==> config.mk <==
export PLATFORM = sky130hd
export DESIGN_NAME = serial_adder_ctrl
export DESIGN_NICKNAME = d
export VERILOG_FILES = /design/src/rtl/serial_adder_ctrl.sv
export SDC_FILE = /design/constraint.sdc
export NUM_CORES = 1
export LEC_CHECK = 0
export CAP_MARGIN = 0
export CORE_MARGIN = 5
export CORE_UTILIZATION = 35
export CTS_BUF_LIST = sky130_fd_sc_hd__clkbuf_4
export DETAILED_ROUTE_END_ITERATION = 12
export GPL_TIMING_DRIVEN = 0
export PLACE_DENSITY = 0.55
export SLEW_MARGIN = 5
export SYNTH_ARGS = -nofsm -noshare
export SYNTH_HDL_FRONTEND = slang
export SYNTH_SLANG_ARGS = --single-unit
export TNS_END_PERCENT = 100
==> constraint.sdc <==
create_clock -name clk -period 2.3 [get_ports clk]
set_input_delay 0.345 -clock clk [delete_from_list [all_inputs] [get_ports clk]]
set_output_delay 0.345 -clock clk [all_outputs]
set_load 0.02 [all_outputs]
==> src/rtl/serial_adder_ctrl.sv <==
// Bit-serial adder: one structural full-adder cell fed LSB first, with its carry
// recirculated through a flip-flop and sum bits shifted into the result register.

module full_adder_cell (
  input  logic a,
  input  logic b,
  input  logic c_in,
  output logic sum,
  output logic c_out
);
  logic prop;
  logic gen;
  logic pass;

  assign prop  = a ^ b;
  assign gen   = a & b;
  assign pass  = prop & c_in;
  assign sum   = prop ^ c_in;
  assign c_out = gen | pass;
endmodule

module serial_adder_ctrl #(
  parameter int WIDTH = 8
) (
  input  logic             clk,
  input  logic             rst,
  input  logic             start,
  input  logic [WIDTH-1:0] a_in,
  input  logic [WIDTH-1:0] b_in,
  input  logic             c_in,
  output logic             busy,
  output logic             done,
  output logic [WIDTH-1:0] sum_out,
  output logic             c_out,
  output logic             ovf
);
  localparam int CW = $clog2(WIDTH) + 1;
  localparam logic [CW-1:0] LAST = CW'(WIDTH - 1);

  typedef enum logic [1:0] {
    IDLE = 2'd0,
    RUN  = 2'd1,
    DONE = 2'd2
  } state_t;

  state_t          state;
  state_t          next_state;
  logic [WIDTH-1:0] a_sh;
  logic [WIDTH-1:0] b_sh;
  logic             carry;
  logic [CW-1:0]    cnt;
  logic             cell_sum;
  logic             cell_cout;

  full_adder_cell u_cell (
    .a     (a_sh[0]),
    .b     (b_sh[0]),
    .c_in  (carry),
    .sum   (cell_sum),
    .c_out (cell_cout)
  );

  always_ff @(posedge clk or posedge rst) begin
    if (rst) state <= IDLE;
    else     state <= next_state;
  end

  always_comb begin
    next_state = state;
    case (state)
      IDLE:    if (start) next_state = RUN;
      RUN:     if (cnt == LAST) next_state = DONE;
      DONE:    next_state = IDLE;
      default: next_state = IDLE;
    endcase
  end

  assign busy = (state == RUN);
  assign done = (state == DONE);

  // On the last bit, 'carry' still holds the carry into the MSB, which gives signed overflow.
  always_ff @(posedge clk or posedge rst) begin
    if (rst) begin
      a_sh    <= '0;
      b_sh    <= '0;
      carry   <= 1'b0;
      cnt     <= '0;
      sum_out <= '0;
      c_out   <= 1'b0;
      ovf     <= 1'b0;
    end else begin
      case (state)
        IDLE: begin
          if (start) begin
            a_sh    <= a_in;
            b_sh    <= b_in;
            carry   <= c_in;
            cnt     <= '0;
            sum_out <= '0;
            c_out   <= 1'b0;
            ovf     <= 1'b0;
          end
        end
        RUN: begin
          sum_out <= {cell_sum, sum_out[WIDTH-1:1]};
          a_sh    <= a_sh >> 1;
          b_sh    <= b_sh >> 1;
          carry   <= cell_cout;
          cnt     <= cnt + CW'(1);
          if (cnt == LAST) begin
            c_out <= cell_cout;
            ovf   <= carry ^ cell_cout;
          end
        end
        default: ;
      endcase
    end
  end
endmodule
* Word-level counts from Yosys, hierarchy flattened *
Index checks and enable logic that the tools add are counted.

word-level totals
  register bits after elaboration = 33
  bits of input ports = 20
  word-level logic and storage cells = 43
  output and inout port bits = 12

operators by class
  equal/unequal tests = 5
  reductions and logical operators = 5
  bitwise gates (word level) = 6
  multiplexer cells = 18
  add/subtract/negate cells = 1

operators by type and width
  cell                                                                      number
  8-bit case mux with 2 select lines                                        3
  8-bit two-way mux                                                         3
  4-bit case mux with 2 select lines                                        1
  1-bit case mux with 2 select lines                                        3
  4-bit by 1-bit adder with 4-bit output (second input constant)            1
  4-bit by 3-bit == test with 1-bit output (second input constant)          1
  1-bit two-way mux                                                         4
  2-bit two-way mux                                                         2
  4-bit two-way mux                                                         1
  2-bit case mux with 2 select lines                                        1
  2-bit AND reduction                                                       2
  3-bit AND reduction                                                       1
  1-bit bitwise XOR                                                         3
  1-bit bitwise AND                                                         2
  2-bit by 1-bit == test with 1-bit output (second input constant)          1
  2-bit == test (second input constant)                                     1
  2-bit logical NOT                                                         1
  2-bit by 1-bit inequality test with 1-bit output (second input constant)  1
  2-bit inequality test (second input constant)                             1
  2-bit nonzero test                                                        1
  1-bit OR                                                                  1

* Longest topological paths before layout *
Gate-level depths: netlist (run 1).

  depth after elaboration = 6
  depth in mapped cells = 7

* Modules after synthesis *
Synthesis (run 1) repeated with hierarchy kept, for this count alone.

second synthesis, totals
  cell total of the unflattened synthesis = 129
  area, all modules = 1481.4 um^2

by module, submodules not included
  module             cells an instance  area each (um^2)  instances  sequential area each (um^2)
  serial_adder_ctrl  128                1461.4            1          825.8
  full_adder_cell    1                  20.0              1          0.0

* Worst setup path after synthesis (run 1) *
OpenSTA, ideal clock, no wires.

  path type = register -> register
  from = reg carry
  to = reg ovf
  library setup time = 0.126 ns
  stages on the path, launching flop included = 4
  data required time = 2.174 ns
  setup slack = 0.884 ns
  arrival time = 1.290 ns
  cells stage by stage = dfrtp_1 fa_1 xor2_1 a221o_1

on the way
  cells in the longest elaborated chain, start to end = 5

ends and longest elaborated chain
  element                               RTL line  source
  start, declared                       50        logic carry;
  start signal, assigned                97        carry <= c_in;
  start signal, assigned                108       carry <= cell_cout;
  1-bit bitwise AND                     17        assign pass = prop & c_in;
  1-bit OR                              19        assign c_out = gen | pass;
  1-bit bitwise XOR *                   112       ovf <= carry ^ cell_cout;
  1-bit two-way mux *                   110       if (cnt == LAST) begin
  1-bit case mux with 2 select lines *  92        case (state)
  end signal, assigned                  112
  end, declared                         35        output logic ovf

Mark *: on every way between the ends. The rest lies on a longest branch, timed or not. The select of a mux whose other input is x is not followed.
A chain may end at the register's enable or synchronous reset.

* Final worst setup path (run 1) *
  from = reg state[1]
  to = out busy

on the way
  cells in the longest elaborated chain, start to end = 1

ends and longest elaborated chain
  element                                   RTL line  source
  start, declared                           46        state_t state;
  start signal, assigned                    65        else state <= next_state;
  2-bit by 1-bit == test with 1-bit output  78        assign busy = (state == RUN);
  end, declared                             31        output logic busy,

Every way passes these cells.

==> summary.md, run 1 <==
| Metric | Value |
|---|---|
| Top routing layer in use | `met4` |
| Main synth FF type | `dfrtp_1` |
| Synth area leader | `dfrtp_1` |
| Final Net Count | `around 190` |
| Post-cts resize count | `1` |
| GRT Overall Usage | `around an eighth` |
| Arrival @ worst endpoint | `1.79 ns` |
| Worst-skew pair later-pin latency | `about 0.34 ns` |
| Setup TNS | `0 ns` |
| Placed inst area | `around 1900 um^2` |
| CTS sink cnt | `33` |
| Syn Area/Cell | `between 10 and 15 um^2` |
| Pwr/cell area | `1390 nW/um^2` |
| Synth top area share | `a little over half` |
| Routed met1 length | `between 1 and 1.5 mm` |
| Seq/Total Area, Yosys | `roughly 55%` |
| DR WL met3 | `roughly 170 um` |
| Ratio of final minimum period to clock period | `roughly 93%` |
| Max Fclk | `0.468 GHz` |
| Hold-fix buffers at CTS | `0` |
| Final Max Slew Viols | `0` |
| Worst-path fanout max | `10` |
| Fin area | `1960 um^2` |
| RSZ-0062 raised after global routing | `no` |
| Initial Util | `about 37%` |
| Layout Cells excl Fill | `approximately 220` |
| Clock transition at path regs | `around 0.11 ns` |
| Pre-CTS WS | `roughly 0.25 ns` |
| Io pins | `32` |
| Vias in the first global route | `1198` |
| Setup CP Type | `flip-flop to output port` |
| Clk buf depth | `2` |
| Via count | `1113` |
| Core Util, Final | `between 40% and 50%` |
| H-tree levels | `2` |
| First-pass GRT wire length | `5.31 mm` |
| Worst min path class | `input pin to async pin` |
| Final setup viols | `0` |
| Wire length per cell | `around 14 um` |
| Die area | `5730 um^2` |
| Total routed wirelength | `between 3 and 4 mm` |
| Setup WS post-layout | `approximately 0.17 ns` |
| First DRT Iteration DRCs | `39` |
| Maximum VDD drop | `around 660 uV` |
| WP data required | `slightly below 2 ns` |
| Final Hold Vio Count | `0` |
| Clock Skews | `0.00977 ns` |
| Vias per Instance | `~5` |
| Fillers | `about 380` |
| #FFs+latches synth | `33` |
| Post-CTS setup buffer count | `0` |
| Max-cap viol count | `0` |
| Die width | `approximately 76 um` |
| CTS Buf Count | `5` |
| Post-DP HPWL | `2.29 mm` |
| Ratio of cells with drive above 1 in the final layout | `approximately an eighth` |
| Port Buffers | `31` |
| Dpl cells | `roughly 210` |
| ANT cells | `0` |
| Mapped Cells | `between 100 and 150` |
| Dominant cells by area after synthesis | `dfrtp_1 55%, mux2i_1 9.3%, o21ai_0 6.6%` |
| Area delta synth->final | `29.8%` |
| Buffers & Inverters on Critical Path | `5` |
| CTS tree | `built` |
| Slowest cell on the critical path | `dfrtp_1` |
| Core area | `between 4000 and 5000 um^2` |
| Worst-Margin Slew | `between 0.6 and 0.7 ns` |
| CP peak stage delay | `0.39 ns` |
| Slew margin rel. | `a little over half` |
| Worst setup EP type | `output port` |
| Largest net degree at the start of global routing | `34` |
| CP delay by family, top | `buffers and inverters` |
| Syn nets | `~160` |
| Chip Height | `approximately 76 um` |
| DRC | `0` |
| Status | `completed` |
| Post-DRT Antenna Nets | `0` |
| Ys async rst share | `between 90% and 100%` |
| Post-synth top cells | `33 x dfrtp_1, 21 x nand2_1, 20 x o21ai_0` |
| Mapped cell area | `~1500 um^2` |
| Tmin final | `2.13 ns` |
| # rows | `23` |
| Gp weighted congestion | `a little over 0.7` |
| Ys Warns | `0` |
| EDFF count, synth | `0` |
| 1st-pass router iterations | `4` |
| Netlist cell types | `29` |
| Root Buffer | `clkbuf_4` |
| CP startpoint kind | `flip-flop` |
| Initial antenna violation count | `0` |
| Grt ovf | `0` |
| Cell leakage power | `about 0.87 nW` |
| CP cell instances | `buf_6 > nand2b_4 > buf_12 > inv_6 > buf_2 > dlygate4sd2_1` |
| Routed length on met2 | `between 1.5 and 2 mm` |
| Top-count cell post-synth | `dfrtp_1` |
## final timing paths
path                       cells after the start  slack, ns  startpoint       to
max                                            6       0.17    state[1]     busy
min                                            2       0.42         rst  b_sh[1]
min reg2reg                                    2       0.49     b_sh[4]  b_sh[4]
max reg2reg                                    3       0.77       carry      ovf
max in group asynchronous                      2       1.42         rst      ovf
min in group clk                               2       0.49     b_sh[4]  b_sh[4]
## layout make-up
| class | instances | area [um^2] | area share (%) |
|---|---|---|---|
| inverters | 4 | 20.0 | 1.02 |
| clock buffers | 6 | 45.0 | 2.30 |
| clock inverters | 2 | 33.8 | 1.72 |
| multi-input cells | 87 | 594 | 30.3 |
| well taps | 50 | 62.6 | 3.19 |
| repair buffers | 31 | 309 | 15.8 |
| plain buffers | 9 | 71.3 | 3.64 |
| flip-flops and latches | 33 | 826 | 42.1 |
## logic make-up (layout without fill, tap and decap cells)
group / after synthesis / after routing / synth area share, %
AO/OA/AOI/OAI: 38 / 38 / 16.6
flip-flops: 33 / 33 / 54.6
AND/OR/NAND/NOR: 32 / 32 / 10.7
multiplexers: 14 / 14 / 9.27
buffers and inverters: 13 / 52 / 6.04
adder cells (fa/ha/maj): 2 / 2 / 2.15
XOR/XNOR: 1 / 1 / 0.580
## metrics by stage
| stage | power, mW | hold slack (ns) |
|---|---|---|
| 2_1_floorplan | 1.90 | 0.449 |
| 3_3_place_gp | 2.28 | 0.461 |
| 3_5_place_dp | 2.32 | 0.469 |
| 4_1_cts | 2.76 | 0.494 |
| 5_1_grt | 2.92 | 0.484 |
| 6_report | 2.72 | 0.422 |
## power breakdown
group          internal [mW]  switching (mW)
sequential             0.832           0.164
combinational          0.636           0.658
clock                  0.238           0.196
total                   1.71            1.02
## worst reg2reg max path, delay by kind of cell (launching register included)
kind / cells / cell delay, ns
AO/OA/AOI/OAI: 1 / 0.30
flip-flops: 1 / 0.44
XOR/XNOR: 1 / 0.18
adder cells (fa/ha/maj): 1 / 0.49
## sequential cells by signal, indices dropped and copies added, names as in the netlist
signal	flops
carry	1
cnt	4
a_sh	8
b_sh	8
c_out	1
state	2
ovf	1
sum_out	8
## metal layers
| layer | vias to the layer above | track usage, % |
|---|---|---|
| li1 | 547 | - |
| met1 | 537 | 14.9 |
| met2 | 24 | 20.5 |
| met3 | 5 | 3.56 |
| met4 | 0 | 5.24 |
| met5 | - | 0 |
## cells in the final DEF, fill, tap and decap left out
cell,instances
o211a_1,1
a21oi_1,1
inv_6,1
nand3_1,3
bufinv_16,1
nand2_1,21
clkinv_1,1
buf_6,2
a22o_1,9
clkbuf_4,6
nand4b_1,1
o22ai_1,1
nor2_1,1
nor2b_1,2
inv_1,2
xor2_1,1
fa_1,1
nor3b_1,1
dlygate4sd2_1,1
o211ai_1,1
dfrtp_1,33
nand2b_4,1
o21ai_0,20
buf_2,5
mux2i_1,14
clkdlybuf4s50_1,30
o21bai_2,1
and4b_1,1
a22oi_1,3
ha_1,1
buf_12,1
and4_4,1
clkbuf_1,1
a221o_1,1
inv_2,1
(Power assumes the default switching activity.)
==> inputs of run 2 (changes only) <==
--- a/config.mk
+++ b/config.mk
@@ -10,7 +10,7 @@
 export CORE_UTILIZATION = 35
 export CTS_BUF_LIST = sky130_fd_sc_hd__clkbuf_4
 export DETAILED_ROUTE_END_ITERATION = 12
-export GPL_TIMING_DRIVEN = 0
+export GPL_TIMING_DRIVEN = 1
 export PLACE_DENSITY = 0.55
 export SLEW_MARGIN = 5
 export SYNTH_ARGS = -nofsm -noshare
==> run 2 against run 1 <==
Effect of this change:
- combinational power fell by 9%
- clock-buffer cell count grew 2
- total power decreased by 6.9%
- fmax rose by 1.1%
- global-route usage down 0.42 points
- clock skew shrank 0.00093 ns
- highest routed layer unchanged
==> summary.md, run 2 (synthesis gave the netlist of run 1 again) <==
| Metric | Value |
|---|---|
| Arrival @ worst endpoint | `1.77 ns (-0.02 ns)` |
| Worst-skew pair later-pin latency | `0.32 ns (-0.02 ns)` |
| Tmin final | `2.11 ns (-0.0241 ns)` |
| Vias per Instance | `4.99 (-0.55%)` |
| Slew margin rel. | `73.0% (+19 points)` |
| Clk buf depth | `2 (unchanged)` |
| Multi-input gate area | `594 um^2 (unchanged)` |
| Core area | `4090 um^2 (unchanged)` |
| Worst-path fanout max | `18 (+8)` |
| Final setup viols | `0 (unchanged)` |
| Reg area | `826 um^2 (unchanged)` |
| Worst min path class | `input pin to async pin` |
| Maximum VDD drop | `489 uV (-26%)` |
| Pwr/cell area | `1330 nW/um^2 (-4.3%)` |
| Setup CP Type | `flip-flop to output port` |
| ANT cells | `0 (unchanged)` |
| Chip Height | `75.7 um (unchanged)` |
| Clock Skews | `0.00884 ns (-0.000925 ns)` |
| Post-cts resize count | `0 (-1)` |
| First DRT Iteration DRCs | `43 (+10%)` |
| Final Net Count | `187 (-3.1%)` |
| Post-CTS setup buffer count | `0 (unchanged)` |
| CTS sink cnt | `33 (unchanged)` |
| Ratio of cells with drive above 1 in the final layout | `9.04% (-2.6 points)` |
| Largest net degree at the start of global routing | `44 (+29%)` |
| Io pins | `32 (unchanged)` |
| Worst r2r path cells | `3 (unchanged)` |
| Most frequent cells in the layout | `33 x dfrtp_1, 31 x clkdlybuf4s50_1, 21 x nand2_1` |
| Setup TNS | `0 ns (unchanged)` |
| Setup WS post-layout | `0.190 ns (+0.0241 ns)` |
| Area delta synth->final | `26.2%` |
| Clock transition at path regs | `0.10 ns (about the same)` |
| Post-DP HPWL | `2.09 mm (-8.6%)` |
| Worst-Margin Slew | `0.406 ns (-0.289 ns)` |
| Initial antenna violation count | `0 (unchanged)` |
| Max Fclk | `0.474 GHz (+1.1%)` |
| First-pass GRT wire length | `5.00 mm (-6.0%)` |
| Initial Util | `37.0% (unchanged)` |
| WP data required | `1.96 ns (about the same)` |
| Die width | `75.7 um (unchanged)` |
| Cell leakage power | `0.837 nW (-3.4%)` |
| Reg2reg setup slack | `0.81 ns (+0.04 ns)` |
| RR Startpoint | `carry` |
| # rows | `23 (unchanged)` |
| Max-cap viol count | `0 (unchanged)` |
| GRT Overall Usage | `11.9% (-0.42 points)` |
| Vias in the first global route | `1059 (-12%)` |
| CTS Buf Count | `5 (unchanged)` |
| Final Max Slew Viols | `0 (unchanged)` |
| Worst setup EP type | `output port` |
| 1st-pass router iterations | `4 (unchanged)` |
| Gp weighted congestion | `0.778 (+8.6%)` |
| CP startpoint kind | `flip-flop` |
| Most common cell after layout, fill and taps aside | `dfrtp_1` |
| Via count | `1077 (-3.2%)` |
| Pre-CTS WS | `0.528 ns (+0.280 ns)` |
| Total routed wirelength | `2.87 mm (-9.0%)` |
| Fillers | `389 (+2.6%)` |
| Ratio of final minimum period to clock period | `91.8% (-1.0 points)` |
| Final Hold Vio Count | `0 (unchanged)` |
| Root Buffer | `clkbuf_4` |
| Regs by FF count | `a_sh x8, b_sh x8, sum_out x8` |
| DRC | `0 (unchanged)` |
| RSZ-0062 raised after global routing | `no` |
| Grt ovf | `0 (unchanged)` |
| RR Endpoint | `ovf` |
| Wire length per cell | `13.3 um (-6.5%)` |
| H-tree levels | `2 (unchanged)` |
| CTS tree | `built` |
| Status | `completed` |
| Die area | `5730 um^2 (unchanged)` |
| Port Buffers | `31 (unchanged)` |
| Hold-fix buffers at CTS | `0 (unchanged)` |
| Post-DRT Antenna Nets | `0 (unchanged)` |
[run 2: changes by cell type in the layout (fill, tap and decap cells not counted)]
cell             delta
inv_2               -1
buf_6               -2
dlygate4sd2_1       -1
clkdlybuf4s50_1     +1
buf_2               -5
buf_4               +2
clkbuf_4            +2
clkinv_1            -1
bufinv_16           -1
clkbuf_1            -1
inv_1               +1
[run 2: per-layer routing]
metal  global-route usage, %  share of wire (%)  wire length [um]
met2                    18.0                 47              1350
met5                       0                  0                 0
met1                    15.4                 45              1290
met3                    4.22                6.2               179
met4                    5.24                1.7                49
[run 2: worst max-delay path by stage]
stage          slack [ns]  cells after the start  endpoint  startpoint
2_1_floorplan        0.88                      3       ovf       carry
3_3_place_gp         0.57                      3      busy    state[1]
3_5_place_dp         0.53                      3      busy    state[1]
4_1_cts              0.15                      3      busy    state[1]
5_1_grt              0.09                      3      busy    state[0]
6_report             0.19                      3      busy    state[1]
[run 2: report_power, final]
group          total (mW)  internal (mW)  leakage, nW  switching, mW
logic                1.17          0.586        0.378          0.588
registers            1.03          0.832        0.422          0.194
clock network       0.334          0.157       0.0368          0.177
[run 2: stage by stage]
stage | power [mW] | cell area [um^2] | hold slack (ns) | instances | utilization, %
6_report | 2.53 | 1910 | 0.399 | 216 | 46.7
3_3_place_gp | 2.20 | 1850 | 0.463 | 208 | 45.2
5_1_grt | 2.76 | 1910 | 0.419 | 216 | 46.7
4_1_cts | 2.58 | 1910 | 0.401 | 216 | 46.7
2_1_floorplan | 1.90 | 1510 | 0.449 | 133 | -
3_5_place_dp | 2.24 | 1850 | 0.470 | 208 | 45.2
[run 2: final cells by class]
class                   count  area share (%)
repair buffers             34            18.1
multi-input cells          87            31.1
inverters                   4            1.05
flip-flops and latches     33            43.3
well taps                  50            3.28
clock buffers               8            3.15
[run 2: critical path, cell delays in order, from the launching register on]
cell	delay [ns]
dfrtp_1	0.47
nand2b_4	0.20
inv_6	0.14
clkdlybuf4s50_1	0.63
